`config.mk`:
```
export PLATFORM = sky130hd
export DESIGN_NAME = sram_bist_master
export DESIGN_NICKNAME = d
export VERILOG_FILES = /design/src/rtl/sram_bist_master.sv
export SDC_FILE = /design/constraint.sdc
export NUM_CORES = 1
export LEC_CHECK = 0
export BUFFER_PORTS_ARGS = -buffer_cell sky130_fd_sc_hd__buf_2
export CAP_MARGIN = 10
export CORE_AREA = 4 4 153 170
export DETAILED_ROUTE_END_ITERATION = 12
export DIE_AREA = 0 0 157 174
export HOLD_SLACK_MARGIN = 0.06
export SETUP_SLACK_MARGIN = 0.02
export SLEW_MARGIN = 0
export SYNTH_ARGS = -nofsm -noshare
export SYNTH_HDL_FRONTEND = slang
export SYNTH_SLANG_ARGS = --single-unit
```
`constraint.sdc`:
```
create_clock -name clk -period 2.9 [get_ports clk]
set_input_delay 0.145 -clock clk [delete_from_list [all_inputs] [get_ports clk]]
set_output_delay 0.145 -clock clk [all_outputs]
set_load 0.01 [all_outputs]
```
`src/rtl/sram_bist_master.sv`:
```
// sram_bist_master: built-in self-test initiator for the native memory bus.
// On start it writes seed+i to every word of the window at BASE_ADDR, then
// reads each word back and compares it. It reports pass/fail, a saturating
// error count and the address of the first mismatch.
//
// Optional feature macro: SRAM_BIST_INVERT_EN. When defined, a second write
// and read pass with ~(seed+i) follows the first, and errors from both passes
// accumulate into one result.
//
// Parameters : ADDR_WORDS (words tested, >=1), BASE_ADDR (byte address of word 0)
// Ports      : clk, rstn               clock, async active-low reset
//              start, seed             run request pulse and pattern seed
//              mem_valid .. mem_wstrb  bus request (initiator side)
//              mem_rdata, mem_ready    bus response
//              busy, done, pass        run status
//              err_count, err_addr     mismatch count and first failing address
module sram_bist_master #(
   parameter int unsigned ADDR_WORDS = 1024,
   parameter logic [31:0] BASE_ADDR  = 32'h0000_0000
) (
   input  logic        clk,
   input  logic        rstn,
   input  logic        start,
   input  logic [31:0] seed,
   output logic        mem_valid,
   output logic        mem_instr,
   output logic [31:0] mem_addr,
   output logic [31:0] mem_wdata,
   output logic [3:0]  mem_wstrb,
   input  logic [31:0] mem_rdata,
   input  logic        mem_ready,
   output logic        busy,
   output logic        done,
   output logic        pass,
   output logic [15:0] err_count,
   output logic [31:0] err_addr
);

   localparam int unsigned      IDX_W    = (ADDR_WORDS > 1) ? $clog2(ADDR_WORDS) : 1;
   localparam logic [IDX_W-1:0] LAST_IDX = IDX_W'(ADDR_WORDS - 1);

   typedef enum logic [3:0] {
      S_IDLE,
      S_WR_REQ,
      S_WR_GAP,
      S_RD_REQ,
      S_RD_GAP,
      S_DONE
`ifdef SRAM_BIST_INVERT_EN
      , S_INV_WR_REQ
      , S_INV_WR_GAP
      , S_INV_RD_REQ
      , S_INV_RD_GAP
`endif
   } state_t;

   state_t           r_state;
   logic [IDX_W-1:0] r_idx;
   logic [31:0]      r_seed;
   logic [31:0]      r_addr;
   logic [31:0]      r_wdata;
   logic [3:0]       r_wstrb;
   logic             r_valid;
   logic             r_busy;
   logic             r_done;
   logic             r_pass;
   logic [15:0]      r_err_count;
   logic [31:0]      r_err_addr;

   logic [IDX_W-1:0] w_idx_next;
   logic             w_last;
   logic             w_accept;
   logic             w_rd_req;
   logic [31:0]      w_next_addr;
   logic [31:0]      w_next_word;
   logic [31:0]      w_exp;
   logic             w_err_hit;

   assign w_idx_next  = r_idx + IDX_W'(1);
   assign w_last      = (r_idx == LAST_IDX);
   assign w_accept    = start && ((r_state == S_IDLE) || (r_state == S_DONE));
   assign w_next_addr = BASE_ADDR + (32'(w_idx_next) << 2);
   assign w_next_word = r_seed + 32'(w_idx_next);

   // Expected read word for the current index; complemented in the inverted pass
`ifdef SRAM_BIST_INVERT_EN
   assign w_rd_req = (r_state == S_RD_REQ) || (r_state == S_INV_RD_REQ);
   assign w_exp    = (r_state == S_INV_RD_REQ) ? ~(r_seed + 32'(r_idx)) : (r_seed + 32'(r_idx));
`else
   assign w_rd_req = (r_state == S_RD_REQ);
   assign w_exp    = r_seed + 32'(r_idx);
`endif

   assign w_err_hit = w_rd_req && mem_ready && (mem_rdata != w_exp);

   // Sequencer: one request per word, each followed by a single idle gap cycle
   always_ff @(posedge clk or negedge rstn) begin
      if (!rstn) begin
         r_state <= S_IDLE;
         r_idx   <= '0;
         r_seed  <= '0;
         r_addr  <= '0;
         r_wdata <= '0;
         r_wstrb <= '0;
         r_valid <= 1'b0;
         r_busy  <= 1'b0;
         r_done  <= 1'b0;
         r_pass  <= 1'b0;
      end else begin
         case (r_state)
            S_IDLE, S_DONE: begin
               if (start) begin
                  r_seed  <= seed;
                  r_idx   <= '0;
                  r_addr  <= BASE_ADDR;
                  r_wdata <= seed;
                  r_wstrb <= 4'hF;
                  r_valid <= 1'b1;
                  r_busy  <= 1'b1;
                  r_done  <= 1'b0;
                  r_pass  <= 1'b0;
                  r_state <= S_WR_REQ;
               end
            end
            S_WR_REQ: begin
               if (mem_ready) begin
                  r_valid <= 1'b0;
                  r_state <= S_WR_GAP;
               end
            end
            S_WR_GAP: begin
               r_valid <= 1'b1;
               if (w_last) begin
                  r_idx   <= '0;
                  r_addr  <= BASE_ADDR;
                  r_wdata <= '0;
                  r_wstrb <= 4'h0;
                  r_state <= S_RD_REQ;
               end else begin
                  r_idx   <= w_idx_next;
                  r_addr  <= w_next_addr;
                  r_wdata <= w_next_word;
                  r_state <= S_WR_REQ;
               end
            end
            S_RD_REQ: begin
               if (mem_ready) begin
                  r_valid <= 1'b0;
                  r_state <= S_RD_GAP;
               end
            end
            S_RD_GAP: begin
               if (w_last) begin
`ifdef SRAM_BIST_INVERT_EN
                  r_idx   <= '0;
                  r_addr  <= BASE_ADDR;
                  r_wdata <= ~r_seed;
                  r_wstrb <= 4'hF;
                  r_valid <= 1'b1;
                  r_state <= S_INV_WR_REQ;
`else
                  r_busy  <= 1'b0;
                  r_done  <= 1'b1;
                  r_pass  <= (r_err_count == 16'h0000);
                  r_state <= S_DONE;
`endif
               end else begin
                  r_idx   <= w_idx_next;
                  r_addr  <= w_next_addr;
                  r_valid <= 1'b1;
                  r_state <= S_RD_REQ;
               end
            end
`ifdef SRAM_BIST_INVERT_EN
            S_INV_WR_REQ: begin
               if (mem_ready) begin
                  r_valid <= 1'b0;
                  r_state <= S_INV_WR_GAP;
               end
            end
            S_INV_WR_GAP: begin
               r_valid <= 1'b1;
               if (w_last) begin
                  r_idx   <= '0;
                  r_addr  <= BASE_ADDR;
                  r_wdata <= '0;
                  r_wstrb <= 4'h0;
                  r_state <= S_INV_RD_REQ;
               end else begin
                  r_idx   <= w_idx_next;
                  r_addr  <= w_next_addr;
                  r_wdata <= ~w_next_word;
                  r_state <= S_INV_WR_REQ;
               end
            end
            S_INV_RD_REQ: begin
               if (mem_ready) begin
                  r_valid <= 1'b0;
                  r_state <= S_INV_RD_GAP;
               end
            end
            S_INV_RD_GAP: begin
               if (w_last) begin
                  r_busy  <= 1'b0;
                  r_done  <= 1'b1;
                  r_pass  <= (r_err_count == 16'h0000);
                  r_state <= S_DONE;
               end else begin
                  r_idx   <= w_idx_next;
                  r_addr  <= w_next_addr;
                  r_valid <= 1'b1;
                  r_state <= S_INV_RD_REQ;
               end
            end
`endif
            default: begin
               r_valid <= 1'b0;
               r_busy  <= 1'b0;
               r_state <= S_IDLE;
            end
         endcase
      end
   end

   // Error accounting: cleared on an accepted start, first mismatch address kept
   always_ff @(posedge clk or negedge rstn) begin
      if (!rstn) begin
         r_err_count <= '0;
         r_err_addr  <= '0;
      end else if (w_accept) begin
         r_err_count <= '0;
         r_err_addr  <= '0;
      end else if (w_err_hit) begin
         if (r_err_count != 16'hFFFF) r_err_count <= r_err_count + 16'd1;
         if (r_err_count == 16'h0000) r_err_addr  <= r_addr;
      end
   end

   assign mem_valid = r_valid;
   assign mem_instr = 1'b0;
   assign mem_addr  = r_addr;
   assign mem_wdata = r_wdata;
   assign mem_wstrb = r_wstrb;
   assign busy      = r_busy;
   assign done      = r_done;
   assign pass      = r_pass;
   assign err_count = r_err_count;
   assign err_addr  = r_err_addr;

endmodule
```
* After elaboration in Yosys (flattened, before gate mapping)
Index checks and enable logic that the tools add are counted.
** Operators by class
- Bitwise gates (word level) :: 1
- Reduce and logical (&&, ||, !) cells :: 25
- Equality and inequality tests :: 15
- $add $sub $neg :: 4
- Muxes and demuxes :: 37
** Operators by type and width (count)
- 2-to-1 mux 32 bit :: 7
- one-hot mux 32 bit (3 select lines) :: 1
- adder 32 x 10 -> 32 bit :: 2
- one-hot mux 32 bit (2 select lines) :: 1
- 2-to-1 mux 16 bit :: 3
- != test 32 bit :: 1
- 2-to-1 mux 10 bit :: 3
- one-hot mux 10 bit (3 select lines) :: 1
- 2-to-1 mux 4 bit :: 5
- one-hot mux 4 bit (5 select lines) :: 1
- AND reduction 3 bit :: 6
- adder 16 x 1 -> 16 bit, second input constant :: 1
- logical NOT 16 bit :: 1
- != test 16 bit, second input constant :: 1
- 2-to-1 mux 12 bit :: 1
- != test 2 bit, second input constant :: 6
- adder 10 x 1 -> 10 bit, second input constant :: 1
- equality test 10 bit, second input constant :: 1
- nonzero test 2 bit :: 5
- equality test 4 x 2 -> 1 bit, second input constant :: 2
- equality test 4 x 3 -> 1 bit, second input constant :: 2
- one-hot mux 4 bit (2 select lines) :: 1
- AND reduction 2 bit :: 4
- 2-to-1 mux 1 bit :: 7
- 14 further kinds :: 18
** Storage, ports and cells
- Logic and storage cells :: 94
- Flip-flop bits (word level) :: 166

* Logic depth before layout (Yosys ltp)
- Depth in word-level cells :: 5
- Depth in mapped cells :: 14
- Mapped depth without buffers :: 13

* Worst setup path after synthesis
No wires, ideal clock.
- Path type :: register -> register
- From :: register, netlist name mem_addr[2]
- To :: register r_err_count[1], in the netlist err_count[1]
- Cell stages (with the launch flop) :: 12
- Path buffers :: 0
- Slack :: -0.389 ns
- Clock period less this slack :: 3.289 ns
- Data arrival time :: 3.162 ns
- Path through :: dfrtp_1 > ha_1 > fa_1 > a21o_1 > nand4_1 > a21oi_1 > nor2_1 > or4_1 > a2111oi_2 > and4_4 > nor3_1 > mux2_1
** RTL lines
- end signal: assignment :: line 234 : if (r_err_count != 16'hFFFF) r_err_count <= r_err_count + 16'd1;
- end: declaration :: line 67 : logic [15:0] r_err_count;

==> impl_metrics.prom <==
# TYPE chip_impl_metric gauge
chip_impl_metric{name="setup_slack",unit="ns"} -0.1821
chip_impl_metric{name="vias_in_the_first_global_route",unit=""} 7506
chip_impl_metric{name="synthDistinctLibCells",unit=""} 69
chip_impl_info{name="path_delay_family",value="simple AND/OR/NAND/NOR gates"} 1
chip_impl_metric{name="synth_compound_gate_area_share",unit=""} 0.1482
chip_impl_metric{name="antenna_cells_inserted",unit=""} 0
chip_impl_metric{name="grt.total_usage",unit=""} 0.1845
chip_impl_info{name="leading_cell_type_in_the_layout_fill_and_taps_excluded",value="nand2_1"} 1
chip_impl_info{name="setup.worst_path.class",value="reg2reg"} 1
chip_impl_metric{name="antenna_violating_nets_post_route",unit=""} 0
chip_impl_metric{name="synth.cell_area",unit="mm2"} 0.007463
chip_impl_metric{name="synth.mux.area_fraction",unit=""} 0.04342
chip_impl_metric{name="finalCriticalPeriod",unit="ns"} 3.082
chip_impl_info{name="timing.critical_path.cells",value="ha_4 -> buf_4 -> nand4_1 -> a21oi_4 -> nor2_2 -> or4_4 -> a2111oi_4 -> and4_4 -> buf_6 -> nor3_4 -> mux2_4"} 1
chip_impl_metric{name="initial_core_util",unit=""} 0.3078
chip_impl_metric{name="p_per_area",unit="mW/mm2"} 801.2
chip_impl_metric{name="xor_xnor_cell_area_share_of_the_yosys_netlist",unit=""} 0.08801
chip_impl_metric{name="ys_warn_count",unit=""} 0
chip_impl_metric{name="wire_length_of_the_first_global_routing_pass",unit="um"} 40540
chip_impl_info{name="worstHoldPathType",value="in2reg"} 1
chip_impl_info{name="clock_tree_from_tritoncts",value="done"} 1
chip_impl_metric{name="vias",unit=""} 7390
chip_impl_metric{name="signed_area_change_from_the_synthesized_netlist_to_the_final_layout",unit="%"} 45.48
chip_impl_metric{name="route.final.wire_length",unit="um"} 25920
chip_impl_metric{name="final_cycle_utilization_of_the_critical_path",unit=""} 1.063
chip_impl_metric{name="floorplan.core_area",unit="mm2"} 0.02425
chip_impl_metric{name="power.ir.vdd_worst",unit="V"} 0.0003960
chip_impl_metric{name="numClockSinks",unit=""} 108
chip_impl_metric{name="die_w",unit="um"} 157
chip_impl_metric{name="cp_data_arrival_time",unit="ns"} 3.32
chip_impl_metric{name="die_area",unit="mm2"} 0.02732
chip_impl_metric{name="ys_async_sr_fraction",unit=""} 1.000
chip_impl_metric{name="yosys.area_share.simple",unit=""} 0.2230
chip_impl_metric{name="finish.instance_area",unit="mm2"} 0.01086
chip_impl_metric{name="synth_cells",unit=""} 876
chip_impl_info{name="setup_repair_after_global_routing_missed_its_margin",value="yes"} 1
chip_impl_metric{name="clock-skew-final",unit="ns"} 0.01439
chip_impl_info{name="slowest_stage",value="or4_4"} 1
chip_impl_metric{name="grt_overflow_total",unit=""} 0
chip_impl_info{name="yosys_most_used_dff",value="dfrtp_1"} 1
chip_impl_metric{name="worst_slew_margin_rel",unit=""} 0.3009
chip_impl_metric{name="top_level_ports",unit=""} 189
chip_impl_info{name="synth_top_family_by_area",value="simple AND/OR/NAND/NOR gates"} 1
chip_impl_metric{name="synth.top_cell.area_share",unit=""} 0.3621
chip_impl_info{name="timing.critical_path.to_type",value="flop"} 1
chip_impl_metric{name="die_y",unit="um"} 174
chip_impl_metric{name="report.final.setup_viol",unit=""} 39
chip_impl_metric{name="final_layout_size_suffix_gt1_frac",unit=""} 0.3738
chip_impl_metric{name="gpl.final_weighted_congestion",unit=""} 0.9110
chip_impl_metric{name="htree_num_levels",unit=""} 3
chip_impl_metric{name="clkLatencyLatePin",unit="ns"} 0.36
chip_impl_metric{name="largest_net_degree_at_the_start_of_global_routing",unit=""} 46
chip_impl_metric{name="drv_cap",unit=""} 0
chip_impl_metric{name="synthesis.area_per_instance",unit="um2"} 8.520
chip_impl_metric{name="number_of_max_slew_violations_in_the_final_report",unit=""} 0
chip_impl_info{name="clk_root_buffer_cell",value="clkbuf_16"} 1
chip_impl_info{name="yosysTopAreaCell",value="dfrtp_1"} 1
chip_impl_info{name="most-common-layout-cells",value="168 x nand2_1, 148 x buf_4, 142 x buf_2"} 1
chip_impl_metric{name="place_ws",unit="ns"} -0.4144
chip_impl_metric{name="detail_route.drc_violations",unit=""} 0
chip_impl_metric{name="clk_pin_slew_worst_setup_hold_paths",unit="ns"} 0.08
chip_impl_metric{name="antenna_found_initial",unit=""} 0
chip_impl_metric{name="critPathMaxFanout",unit=""} 4
chip_impl_metric{name="worstPathRequired",unit="ns"} 3.14
chip_impl_metric{name="numPortBuffers",unit=""} 143
chip_impl_info{name="setup.worst_path.start_class",value="flop"} 1
chip_impl_metric{name="detailed_route_wire_length_per_cell",unit="um"} 17.43
chip_impl_metric{name="post_synth_fa_ha_maj_area_fraction",unit=""} 0.04392
chip_impl_metric{name="place_hpwl",unit="um"} 19220
chip_impl_info{name="outcome",value="finished with violations"} 1
chip_impl_metric{name="num-nets-final",unit=""} 1265
chip_impl_metric{name="cts_max_path_buffers",unit=""} 2
chip_impl_metric{name="path_buf_inv",unit=""} 2
chip_impl_metric{name="worstMarginPinSlew",unit="ns"} 1.041
chip_impl_metric{name="synth_seq_cells",unit=""} 108
chip_impl_metric{name="first_iter_violations",unit=""} 417
chip_impl_info{name="synth_top_cells_by_area",value="dfrtp_1 36%, nand2_1 8.6%, xnor2_1 4.9%"} 1
chip_impl_metric{name="cellLeakagePower",unit="uW"} 0.005196
chip_impl_metric{name="placed_cell_area",unit="mm2"} 0.009346
chip_impl_metric{name="synth_enable_flop_cells",unit=""} 0
chip_impl_info{name="failing_checks",value="negative setup slack"} 1
chip_impl_metric{name="critical_path.max_stage_delay",unit="ns"} 0.53
chip_impl_metric{name="max_clock_freq",unit="MHz"} 324.4
chip_impl_metric{name="detailedRoute.firstPassIterationCount",unit=""} 5
chip_impl_metric{name="synth_seq_area_share",unit=""} 0.3621
chip_impl_metric{name="finalHoldViolations",unit=""} 0
chip_impl_metric{name="vias_per_cell",unit=""} 4.970
chip_impl_metric{name="std_cell_rows",unit=""} 60
chip_impl_metric{name="total_cts_buffers",unit=""} 9
chip_impl_metric{name="fillCellCount",unit=""} 2370
## cell type report
type                    count  area [um2]  area share
multi-input cells         686        4910      0.4522
flip-flops and latches    108        2714      0.2499
repair buffers            339        2392      0.2203
well taps                 310       387.9     0.03572
clock buffers              10       239.0     0.02201
inverters                  28       110.1     0.01014
clock inverters             6       105.1    0.009680
## routing by layer
metal	vias to the layer above	wire, um	GRT usage
met5	-	0	0
met4	0	592	0.05750
met3	30	1241	0.02739
met2	218	12660	0.3060
met1	3560	11420	0.2474
li1	3582	-	-
## sequential cells by signal, summed over array words and instances, names as in the netlist
name / flops
err_addr: 10
mem_valid: 1
done: 1
mem_wstrb: 1
r_state: 3
pass: 1
mem_wdata: 32
err_count: 16
mem_addr: 10
busy: 1
r_seed: 32
## synth_stat cells (all sizes together), types with 7 or more instances
cell type and number:
a21oi 22, a31oi 7, and3 16, buf 56
clkbuf 42, dfrtp 108, ha 23, inv 28
mux2i 29, nand2 171, nand2b 12, nand3 29
nand4 23, nor2 36, nor3 13, nor4 8
o211ai 26, o21ai 39, o22ai 11, o31ai 7
xnor2 42, xor2 33
## metrics by stage
stage / hold WS, ns / setup TNS, ns / utilization / cells / power (uW)
floorplan: -0.1506 / -0.8270 / - / 920 / 4926
global placement: 0.1981 / -8.658 / 0.3854 / 1416 / 6633
detailed placement: 0.2013 / -10.25 / 0.3854 / 1416 / 6718
CTS: 0.06007 / -3.564 / 0.4343 / 1482 / 8536
global route: 0.1124 / -8.255 / 0.4478 / 1487 / 9303
finish: 0.1145 / -3.178 / 0.4478 / 1487 / 8700
## where the power goes
group          switching [uW]  internal [uW]
combinational            2570           2220
sequential                464           2010
clock                     635            801
total                    3670           5030
## worst reg2reg max path, stage by stage, from the launching register on
cell,delay (ns)
dfrtp_2,0.47
ha_4,0.29
buf_4,0.11
nand4_1,0.17
a21oi_4,0.23
nor2_2,0.05
or4_4,0.53
a2111oi_4,0.29
and4_4,0.32
buf_6,0.12
nor3_4,0.04
mux2_4,0.33
## repair_timing
item	CTS	global route
gates resized for setup	78	62
pin swaps	33	57
buffers inserted	17	6
hold buffers	31	1
endpoints found under the setup margin	48	49
hold endpoints to repair	85	1
cloned	2	0
## cell families after synthesis
family	Yosys count
AND/OR/NAND/NOR	345
AO/OA/AOI/OAI	164
buffers and inverters	126
flip-flops	108
XOR/XNOR	75
multiplexers	32
adder cells (fa/ha/maj)	25
other	1
## final timing paths
kind                             startpoint           end  slack, ns  depth (start not counted)
min in group asynchronous              rstn    r_seed[17]       0.34                          2
worst min register to register         pass          pass       0.50                          2
worst max register to register  mem_addr[6]  err_count[1]      -0.18                         11
worst max-delay path            mem_addr[6]  err_count[1]      -0.18                         11
max in group asynchronous              rstn  err_count[1]       1.73                          3
worst min-delay path                seed[0]     r_seed[0]       0.11                          3
(Power assumes the default switching activity.)
